$ cat src/rtl/y86_pkg.sv
// -----------------------------------------------------------------------------
// y86_pkg
// Shared definitions for the Y86 register file and its debug dump engine:
// default geometry, the "no register" index, architectural register numbers
// and the dump FSM state encoding.
// -----------------------------------------------------------------------------
package y86_pkg;

    localparam int DATA_W_DEF = 64;
    localparam int NREGS_DEF  = 15;
    localparam int ADDR_W_DEF = 4;

    // Index meaning "no register": reads return 0, writes are dropped.
    localparam logic [3:0] RNONE = 4'hF;

    // Architectural register numbers.
    localparam logic [3:0] RRAX = 4'h0;
    localparam logic [3:0] RRCX = 4'h1;
    localparam logic [3:0] RRDX = 4'h2;
    localparam logic [3:0] RRBX = 4'h3;
    localparam logic [3:0] RRSP = 4'h4;
    localparam logic [3:0] RRBP = 4'h5;
    localparam logic [3:0] RRSI = 4'h6;
    localparam logic [3:0] RRDI = 4'h7;
    localparam logic [3:0] RR8  = 4'h8;
    localparam logic [3:0] RR9  = 4'h9;
    localparam logic [3:0] RR10 = 4'hA;
    localparam logic [3:0] RR11 = 4'hB;
    localparam logic [3:0] RR12 = 4'hC;
    localparam logic [3:0] RR13 = 4'hD;
    localparam logic [3:0] RR14 = 4'hE;

    typedef enum logic [1:0] {
        IDLE = 2'd0,
        DUMP = 2'd1,
        DONE = 2'd2
    } dump_state_e;

endpackage

$ cat src/rtl/y86_regfile_dbg_if.sv
// -----------------------------------------------------------------------------
// y86_regfile_dbg_if
// Bundles the register file's read, write-back and debug-dump signals.
//   master : driven by decode/write-back (or a bench): srcA/srcB, wr_en,
//            dstE/valE, dstM/valM, dbg_start; observes valA/valB and dbg_*.
//   slave  : the register file itself.
// -----------------------------------------------------------------------------
interface y86_regfile_dbg_if #(
    parameter int DATA_W = 64,
    parameter int ADDR_W = 4
);
    logic [ADDR_W-1:0] srcA;
    logic [ADDR_W-1:0] srcB;
    logic [DATA_W-1:0] valA;
    logic [DATA_W-1:0] valB;
    logic              wr_en;
    logic [ADDR_W-1:0] dstE;
    logic [DATA_W-1:0] valE;
    logic [ADDR_W-1:0] dstM;
    logic [DATA_W-1:0] valM;
    logic              dbg_start;
    logic              dbg_busy;
    logic              dbg_valid;
    logic [ADDR_W-1:0] dbg_idx;
    logic [DATA_W-1:0] dbg_data;
    logic              dbg_done;

    modport master (
        output srcA, srcB, wr_en, dstE, valE, dstM, valM, dbg_start,
        input  valA, valB, dbg_busy, dbg_valid, dbg_idx, dbg_data, dbg_done
    );

    modport slave (
        input  srcA, srcB, wr_en, dstE, valE, dstM, valM, dbg_start,
        output valA, valB, dbg_busy, dbg_valid, dbg_idx, dbg_data, dbg_done
    );
endinterface

$ cat src/rtl/regfile_dump_fsm.sv
// -----------------------------------------------------------------------------
// regfile_dump_fsm
// Walks register indices 0..NREGS-1, presenting one register per cycle on a
// valid-qualified port, then pulses done for one cycle.
//   clk, reset  : clock, asynchronous active-low reset
//   start       : dump request (ignored while busy)
//   rd_idx      : index into the register array being read
//   rd_data     : array contents at rd_idx (raw, no bypass)
//   busy        : high in DUMP and DONE
//   valid/idx/data : current dump beat; idx/data are 0 when not valid
//   done        : one-cycle pulse after the last beat
// -----------------------------------------------------------------------------
module regfile_dump_fsm
    import y86_pkg::*;
#(
    parameter int DATA_W = 64,
    parameter int NREGS  = 15,
    parameter int ADDR_W = 4
) (
    input  logic              clk,
    input  logic              reset,
    input  logic              start,
    output logic [ADDR_W-1:0] rd_idx,
    input  logic [DATA_W-1:0] rd_data,
    output logic              busy,
    output logic              valid,
    output logic [ADDR_W-1:0] idx,
    output logic [DATA_W-1:0] data,
    output logic              done
);

    localparam logic [ADDR_W-1:0] LAST_IDX = ADDR_W'(NREGS - 1);

    dump_state_e       state_r;
    dump_state_e       state_nxt_s;
    logic [ADDR_W-1:0] cnt_r;
    logic [ADDR_W-1:0] cnt_nxt_s;

    // State and beat counter registers.
    always_ff @(posedge clk or negedge reset) begin
        if (!reset) begin
            state_r <= IDLE;
            cnt_r   <= '0;
        end else begin
            state_r <= state_nxt_s;
            cnt_r   <= cnt_nxt_s;
        end
    end

    // Next-state logic and dump port outputs; all outputs decode registered state.
    always_comb begin
        state_nxt_s = state_r;
        cnt_nxt_s   = cnt_r;
        busy        = 1'b0;
        valid       = 1'b0;
        done        = 1'b0;
        case (state_r)
            IDLE: begin
                cnt_nxt_s = '0;
                if (start) begin
                    state_nxt_s = DUMP;
                end else begin
                    state_nxt_s = IDLE;
                end
            end
            DUMP: begin
                busy  = 1'b1;
                valid = 1'b1;
                if (cnt_r == LAST_IDX) begin
                    state_nxt_s = DONE;
                    cnt_nxt_s   = '0;
                end else begin
                    cnt_nxt_s   = cnt_r + ADDR_W'(1);
                end
            end
            DONE: begin
                busy        = 1'b1;
                done        = 1'b1;
                state_nxt_s = IDLE;
            end
            default: begin
                state_nxt_s = IDLE;
                cnt_nxt_s   = '0;
            end
        endcase
        // Idle beats present zeros rather than stale counter/array contents.
        if (valid) begin
            idx  = cnt_r;
            data = rd_data;
        end else begin
            idx  = '0;
            data = '0;
        end
    end

    assign rd_idx = cnt_r;

endmodule

$ cat src/rtl/y86_regfile_dbg.sv
// -----------------------------------------------------------------------------
// y86_regfile_dbg
// Y86 register file: two combinational read ports with write-through bypass
// (M beats E), two write ports (M wins when both target the same register),
// plus a debug dump engine streaming every register out.
//   clk, reset : clock, asynchronous active-low reset
//   rf         : y86_regfile_dbg_if slave (reads, write-back, dbg_*)
// -----------------------------------------------------------------------------
module y86_regfile_dbg
    import y86_pkg::*;
#(
    parameter int                DATA_W = DATA_W_DEF,
    parameter int                NREGS  = NREGS_DEF,
    parameter int                ADDR_W = ADDR_W_DEF,
    parameter logic [ADDR_W-1:0] RNONE  = ADDR_W'(y86_pkg::RNONE)
) (
    input  logic               clk,
    input  logic               reset,
    y86_regfile_dbg_if.slave   rf
);

    logic [DATA_W-1:0] regs_r [NREGS];
    logic [ADDR_W-1:0] src_s  [2];
    logic [DATA_W-1:0] val_s  [2];
    logic              e_ok_s;
    logic              m_ok_s;
    logic [ADDR_W-1:0] dump_idx_s;
    logic [DATA_W-1:0] dump_data_s;

    // True for an index that names a real architectural register.
    function automatic logic idx_ok(input logic [ADDR_W-1:0] i);
        return (i != RNONE) && (i < ADDR_W'(NREGS));
    endfunction

    assign e_ok_s   = rf.wr_en && idx_ok(rf.dstE);
    assign m_ok_s   = rf.wr_en && idx_ok(rf.dstM);
    assign src_s[0] = rf.srcA;
    assign src_s[1] = rf.srcB;

    // Register array; M is checked first so dstE==dstM keeps only valM.
    always_ff @(posedge clk or negedge reset) begin
        if (!reset) begin
            for (int i = 0; i < NREGS; i++) begin
                regs_r[i] <= '0;
            end
        end else begin
            for (int i = 0; i < NREGS; i++) begin
                if (m_ok_s && (rf.dstM == ADDR_W'(i))) begin
                    regs_r[i] <= rf.valM;
                end else if (e_ok_s && (rf.dstE == ADDR_W'(i))) begin
                    regs_r[i] <= rf.valE;
                end else begin
                    regs_r[i] <= regs_r[i];
                end
            end
        end
    end

    // Read ports with write-through bypass, M taking priority over E.
    always_comb begin
        for (int p = 0; p < 2; p++) begin
            val_s[p] = '0;
            if (!idx_ok(src_s[p])) begin
                val_s[p] = '0;
            end else if (m_ok_s && (src_s[p] == rf.dstM)) begin
                val_s[p] = rf.valM;
            end else if (e_ok_s && (src_s[p] == rf.dstE)) begin
                val_s[p] = rf.valE;
            end else begin
                val_s[p] = regs_r[src_s[p]];
            end
        end
    end

    assign rf.valA = val_s[0];
    assign rf.valB = val_s[1];

    // Dump port sees raw array contents: same-cycle writes are not bypassed.
    always_comb begin
        dump_data_s = '0;
        if (dump_idx_s < ADDR_W'(NREGS)) begin
            dump_data_s = regs_r[dump_idx_s];
        end else begin
            dump_data_s = '0;
        end
    end

    regfile_dump_fsm #(
        .DATA_W (DATA_W),
        .NREGS  (NREGS),
        .ADDR_W (ADDR_W)
    ) u_dump (
        .clk     (clk),
        .reset   (reset),
        .start   (rf.dbg_start),
        .rd_idx  (dump_idx_s),
        .rd_data (dump_data_s),
        .busy    (rf.dbg_busy),
        .valid   (rf.dbg_valid),
        .idx     (rf.dbg_idx),
        .data    (rf.dbg_data),
        .done    (rf.dbg_done)
    );

endmodule

$ cat src/flat_wrapper.sv
// flat-port wrapper written by rule: the top's interface ports become plain ports
module y86_regfile_dbg_flat import y86_pkg::*;
#(
    parameter int                DATA_W = DATA_W_DEF,
    parameter int                NREGS  = NREGS_DEF,
    parameter int                ADDR_W = ADDR_W_DEF,
    parameter logic [ADDR_W-1:0] RNONE  = ADDR_W'(y86_pkg::RNONE)
)
  (clk, reset, rf_srcA, rf_srcB, rf_wr_en, rf_dstE, rf_valE, rf_dstM, rf_valM, rf_dbg_start, rf_valA, rf_valB, rf_dbg_busy, rf_dbg_valid, rf_dbg_idx, rf_dbg_data, rf_dbg_done);
  y86_regfile_dbg_if #(.DATA_W(DATA_W), .ADDR_W(ADDR_W)) rf_i ();
  input  logic clk;
  input  logic reset;
  input wire logic [$bits(rf_i.srcA)-1:0] rf_srcA;
  input wire logic [$bits(rf_i.srcB)-1:0] rf_srcB;
  input wire logic [$bits(rf_i.wr_en)-1:0] rf_wr_en;
  input wire logic [$bits(rf_i.dstE)-1:0] rf_dstE;
  input wire logic [$bits(rf_i.valE)-1:0] rf_valE;
  input wire logic [$bits(rf_i.dstM)-1:0] rf_dstM;
  input wire logic [$bits(rf_i.valM)-1:0] rf_valM;
  input wire logic [$bits(rf_i.dbg_start)-1:0] rf_dbg_start;
  output wire logic [$bits(rf_i.valA)-1:0] rf_valA;
  output wire logic [$bits(rf_i.valB)-1:0] rf_valB;
  output wire logic [$bits(rf_i.dbg_busy)-1:0] rf_dbg_busy;
  output wire logic [$bits(rf_i.dbg_valid)-1:0] rf_dbg_valid;
  output wire logic [$bits(rf_i.dbg_idx)-1:0] rf_dbg_idx;
  output wire logic [$bits(rf_i.dbg_data)-1:0] rf_dbg_data;
  output wire logic [$bits(rf_i.dbg_done)-1:0] rf_dbg_done;
  assign rf_i.srcA = rf_srcA;
  assign rf_i.srcB = rf_srcB;
  assign rf_i.wr_en = rf_wr_en;
  assign rf_i.dstE = rf_dstE;
  assign rf_i.valE = rf_valE;
  assign rf_i.dstM = rf_dstM;
  assign rf_i.valM = rf_valM;
  assign rf_i.dbg_start = rf_dbg_start;
  assign rf_valA = rf_i.valA;
  assign rf_valB = rf_i.valB;
  assign rf_dbg_busy = rf_i.dbg_busy;
  assign rf_dbg_valid = rf_i.dbg_valid;
  assign rf_dbg_idx = rf_i.dbg_idx;
  assign rf_dbg_data = rf_i.dbg_data;
  assign rf_dbg_done = rf_i.dbg_done;
  y86_regfile_dbg #(.DATA_W(DATA_W), .NREGS(NREGS), .ADDR_W(ADDR_W), .RNONE(RNONE)) u_core (.clk(clk), .reset(reset), .rf(rf_i));
endmodule
$ cat config.mk
export PLATFORM = sky130hd
export DESIGN_NAME = y86_regfile_dbg_flat
export DESIGN_NICKNAME = d
export VERILOG_FILES = /design/src/rtl/y86_pkg.sv /design/src/rtl/y86_regfile_dbg_if.sv /design/src/rtl/regfile_dump_fsm.sv /design/src/rtl/y86_regfile_dbg.sv /design/src/flat_wrapper.sv
export SDC_FILE = /design/constraint.sdc
export NUM_CORES = 2
export LEC_CHECK = 0
export CORE_UTILIZATION = 40
export CTS_CLUSTER_DIAMETER = 60
export CTS_CLUSTER_SIZE = 16
export DETAILED_ROUTE_END_ITERATION = 7
export MAX_ROUTING_LAYER = met4
export PLACE_DENSITY = 0.65
export SLEW_MARGIN = 20
export SYNTH_ARGS = -nofsm -noshare
export SYNTH_HDL_FRONTEND = slang
export SYNTH_SLANG_ARGS = --single-unit
$ cat constraint.sdc
create_clock -name clk -period 1.9 [get_ports clk]
set_input_delay 0.19 -clock clk [delete_from_list [all_inputs] [get_ports clk]]
set_output_delay 0.19 -clock clk [all_outputs]
set_load 0.01 [all_outputs]
Word level (Yosys, flattened, before mapping) --
Index checks and enable logic that the tools add are counted.
Word-level totals: register bits 966, memories 0, RAM bits 0, logic and storage cells 184, bits of input ports 148, latch bits 0, ROM bits 0
Cells by class: muxes and demuxes 56, magnitude comparators 8, shift-type cells 0, add/sub/neg operators 1, multipliers 0, bitwise logic cells 3, eq/ne operators 40, divide/modulo/power cells 0, reduce and logical (&&, ||, !) cells 59
Operators by type and width (count):
- two-way mux 64 bit | 44
- binary-select mux 64 bit (select 4 bit) | 3
- == test 4 bit (second input constant) | 15
- logical AND 1 bit | 40
- == test 4 x 3 -> 1 bit (second input constant) | 8
- nonzero test 2 bit | 15
- less-than comparator 4 bit (second input constant) | 5
- == test 4 x 2 -> 1 bit (second input constant) | 4
- == test 4 bit | 4
- != test 4 bit (second input constant) | 4
- greater-or-equal comparator 5 bit (second input constant) | 3
- NOT 4 -> 5 bit | 3
- == test 4 x 1 -> 1 bit (second input constant) | 2
- logical NOT 4 bit | 2
- two-way mux 4 bit | 2
- case mux 4 bit (2 select lines) | 1
- adder 4 x 1 -> 4 bit (second input constant) | 1
- two-way mux 1 bit | 4
- case mux 2 bit (2 select lines) | 1
- == test 2 x 1 -> 1 bit (second input constant) | 1
- == test 2 bit (second input constant) | 1
- logical NOT 2 bit | 1
- two-way mux 2 bit | 1
- != test 2 bit (second input constant) | 1
- OR reduction 2 bit | 1

Logic depth before layout (Yosys ltp) --
depth in word-level cells 7, gate-level depth with buffers 9

Modules after synthesis --
From an unflattened synthesis, not the netlist that was laid out.
Unflattened totals: cell total of the unflattened synthesis 6923, area total of the unflattened synthesis 72658.4 um^2
By module, submodules not included:
- y86_regfile_dbg | area an instance 71871.4 um^2, cells an instance 6814, instances 1
- regfile_dump_fsm | area an instance 787.0 um^2, cells an instance 109, instances 1

Worst setup path after synthesis --
OpenSTA, ideal clock, no wires.
path kind register -> output, from reg u_core.u_dump.cnt_r[0] (netlist: u_core.u_dump.rd_idx[0]), to out rf_dbg_data[62], buffers on the path 3, arrival time 1.809 ns, cell stages (with the launch flop) 9, path slack -0.099 ns, cell sequence dfrtp_1 clkbuf_1 buf_4 buf_2 mux4_2 mux2i_1 nor2_1 a21oi_1 a21oi_1
On the way: cells in the longest elaborated chain, start to end 6, elaborated cells between the ends (all ways) 7, those cells by class 1 x order compare; 5 x mux; 1 x bitwise
Ends and longest elaborated chain:
- from (decl) | line regfile_dump_fsm.sv:36 | logic [ADDR_W-1:0] cnt_r;
- from (signal assigned) | line regfile_dump_fsm.sv:46 | cnt_r <= cnt_nxt_s;
- NOT 4 -> 5 bit (implied by the code) | line y86_regfile_dbg.sv:82 | dump_data_s = regs_r[dump_idx_s];
- binary-select mux 64 bit (select 4 bit) | line y86_regfile_dbg.sv:82
- two-way mux 64 bit (implied by the code) (2 in a row) | line y86_regfile_dbg.sv:82
- two-way mux 64 bit * | line y86_regfile_dbg.sv:81 | if (dump_idx_s < ADDR_W'(NREGS)) begin
- two-way mux 64 bit * | line regfile_dump_fsm.sv:87 | if (valid) begin
- to (decl) | line flat_wrapper.sv:26 | output wire logic [$bits(rf_i.dbg_data)-1:0] rf_dbg_data;
Every way passes the cells marked *; elsewhere a longest branch is shown, timed or not. The select of a mux whose other input is x is not followed.

Worst setup path in the final report --
from reg u_core.u_dump.cnt_r[0] (netlist: u_core.u_dump.rd_idx[0]), to out rf_dbg_data[33]
Same word-level chain as after synthesis.

==> run summary <==
total power after layout: 104 mW
CTS tree: yes
initial antenna violation count: 9
total CTS buffers: 109
vias in the first global route: 72,443
Post-Synthesis Cells: 7,567
Root Driver: clkbuf_16
final hold violation count: 0
effective utilization at floorplan: 40.3%
Max IR drop VDD: 0.000745 V
# rows: 154
core area: 176,000 um2
clock sink total: 966
CP max FO: 8
P_sw: 39.3 mW
estimated wirelength of the detail-placed design: 233,000 um
worst r2r src: u_core.u_dump.rd_idx[0]
result of the run: finished, violations left
MaxCap Viol Count: 0
vias per cell: 6.57
Post-Synthesis Cell Area: 70,800 um2
DR pass1 iterations: 6
CP Data Required Time: 1.71 ns
die span in x: 423 um
most frequent cell after synthesis: a21oi_1
Sw Ratio: 37.8%
count of final setup violators: 200
clk buf depth: 3
synthesized flop and latch total: 966
Clock Power Share: 22.2%
Final period util: 172%
most area-hungry cell type in the Yosys netlist: dfrtp_1
Worst-Skew Late Latency: 0.79 ns
largest net degree at the start of global routing: 95
Commonest cells post-synth: a21oi_1, nor2_1, mux2i_1, dfrtp_1, o21ai_0
min-delay worst type: input port to flip-flop
RSZ-0062 raised after global routing: true
crit path launch type: flip-flop
wire per inst: 30.8 um
Worst-Margin Slew: 0.776 ns
final instance area: 98,800 um2
Buffers on Ports: 346
Static Leak: 40.4 nW
H-tree depth: 3
Syn. warnings: 0
fin. max-slew vios: 0
DR iter-0 viols: 11,173
logic gate share of total power: 48.0%
total vias in the final route: 74,598
Mapped Nets: 7,718
Hold Path Origin: rf_valM[41]
Setup crit start: u_core.u_dump.rd_idx[0]
first-pass GRT wire length: 501,000 um
count of cell types in the netlist: 47
Cell Area, Placed: 88,300 um2
Avg Cell Area, Syn: 9.36 um2
CP Capture Type: output pin
fraction of registers with async set/reset: 100%
chip height: 423 um
layout cell share with drive strength beyond 1: 37.7%
relative slew slack: 48.1%
Peak Freq: 307 MHz
Post-route DRC: 0
CP Class: flip-flop to output pin
die area: 179,000 um2
routed wire length: 350,000 um
register area share after synthesis: 34.1%
Nets: 9,055
Power Internal: 64.7 mW
Placer Congestion: 1.01
arrival time worst endpoint: 3.07 ns
Post-synth top flop: dfrtp_1
post-synth top area share: 34.1%
failing checks: negative setup slack
GRT Overall Usage: 39.0%
post-route ant nets: 0
area grow syn2layout: 39.5%
Post-synth EDFFs: 0
fillers: 14,506
largest cells by area after synthesis: dfrtp_1, mux4_2, mux2i_1
IO Pins: 347
PwrDens: 1050 nW/um2
clk slew on worst S/H paths: 0.07 ns
Worst Skew: 0.00861 ns
setup ws final: -1.36 ns
Overflow after GRT: 0
Reg power frac: 29.8%
crit path time final: 3.26 ns
==> power groups by stage <==
stage | registers, mW | clock network, mW | logic (mW)
2_1_floorplan | 29.4 | 0 | 22.8
3_3_place_gp | 30.7 | 0 | 38.1
3_5_place_dp | 31.1 | 0 | 39.0
4_1_cts | 30.4 | 23.1 | 46.7
5_1_grt | 31.3 | 23.9 | 52.1
6_report | 31.0 | 23.1 | 50.0
==> final cells by class <==
cell class / count / area (um2) / area share [%]
antenna: 10 / 25.0 / 0.0253
tap: 2340 / 2930 / 2.96
sequential: 966 / 24200 / 24.5
timing repair buffer: 2151 / 21900 / 22.2
inverter: 96 / 363 / 0.367
multi-input combinational: 5580 / 45500 / 46.1
clock buffer: 123 / 2890 / 2.93
clock inverter: 82 / 946 / 0.958
==> registers in the layout (all words and copies together) (netlist names) <==
register and cells:
u_core.u_dump.rd_idx 4, u_core.regs_r 960, u_core.u_dump.state_r 2
==> final timing paths <==
| kind | depth (start not counted) | endpoint | slack, ns |
|---|---|---|---|
| max | 10 | rf_dbg_data[33] | -1.36 |
| min | 4 | u_core.regs_r[681] | 0.20 |
| max reg2reg | 11 | u_core.u_dump.state_r[0] | -0.24 |
| min reg2reg | 2 | u_core.regs_r[869] | 0.60 |
| max in group asynchronous | 3 | u_core.regs_r[578] | 0.40 |
| min in group asynchronous | 3 | u_core.regs_r[204] | 0.32 |
==> cell usage in the layout, fill, tap and decap left out, types with 22 or more instances in the layout <==
master / instances
a211oi_1: 51
a211oi_2: 45
a211oi_4: 23
a21oi_1: 1025
a21oi_2: 120
a21oi_4: 25
a221oi_1: 36
a221oi_2: 86
a2bb2oi_1: 98
buf_12: 375
buf_2: 172
buf_4: 1252
buf_6: 160
buf_8: 32
clkbuf_16: 113
clkdlybuf4s50_1: 129
dfrtp_1: 960
inv_1: 93
mux2i_1: 980
mux2i_2: 22
mux4_2: 513
nand2_1: 408
nor2_1: 1086
nor2_2: 62
nor2_4: 27
nor3_2: 48
o211a_1: 23
o21ai_0: 443
o21ai_1: 155
o21ai_2: 88
o221ai_1: 29
==> logic make-up (layout without fill, tap and decap cells) <==
| family | Yosys count | count (layout) | synth area share (%) |
|---|---|---|---|
| AO/OA/AOI/OAI | 2287 | 2287 | 18.7 |
| AND/OR/NAND/NOR | 1738 | 1738 | 9.74 |
| multiplexers | 1536 | 1536 | 30.8 |
| buffers and inverters | 1021 | 2452 | 6.38 |
| flip-flops | 966 | 966 | 34.1 |
| XOR/XNOR | 16 | 16 | 0.198 |
| adder cells (fa/ha/maj) | 3 | 3 | 0.0530 |
| other | 0 | 10 | 0 |
==> critical path, cell delays in order, from the launching register on <==
cell and delay (ns):
dfrtp_4 0.44, buf_8 0.12, buf_12 0.15, buf_6 0.21
mux4_2 0.51, mux2i_1 0.21, nor2_1 0.10, a21oi_2 0.14
a21oi_1 0.08, buf_4 0.16, buf_2 0.14
==> metrics by stage <==
step / setup slack [ns] / hold slack [ns] / TNS, ns / instances / util [%]
floorplan: -0.0769 / -0.106 / -2.04 / 7567 / -
global placement: -1.15 / 0.186 / -469.87 / 10745 / 50.2
detailed placement: -1.19 / 0.184 / -485.67 / 10745 / 50.2
CTS: -1.35 / 0.182 / -167.28 / 11270 / 55.1
global route: -1.41 / 0.222 / -172.03 / 11346 / 56.1
finish: -1.36 / 0.203 / -163.03 / 11348 / 56.1
==> what timing repair did <==
action,CTS,global route
hold endpoints to repair,632,0
pin swaps,306,276
resized for setup,1569,375
hold buffers,4,0
gates cloned,15,2
buffers inserted,354,108
endpoints found under the setup margin,200,203
==> routing by layer <==
metal	part of all wire, %	GRT usage, %	vias to the layer above
met5	0	-	-
met4	10	32.6	0
met3	12	11.0	1915
met2	43	56.4	6327
met1	34	44.8	36056
li1	-	-	30300
Power figures use the tool's default switching activity.
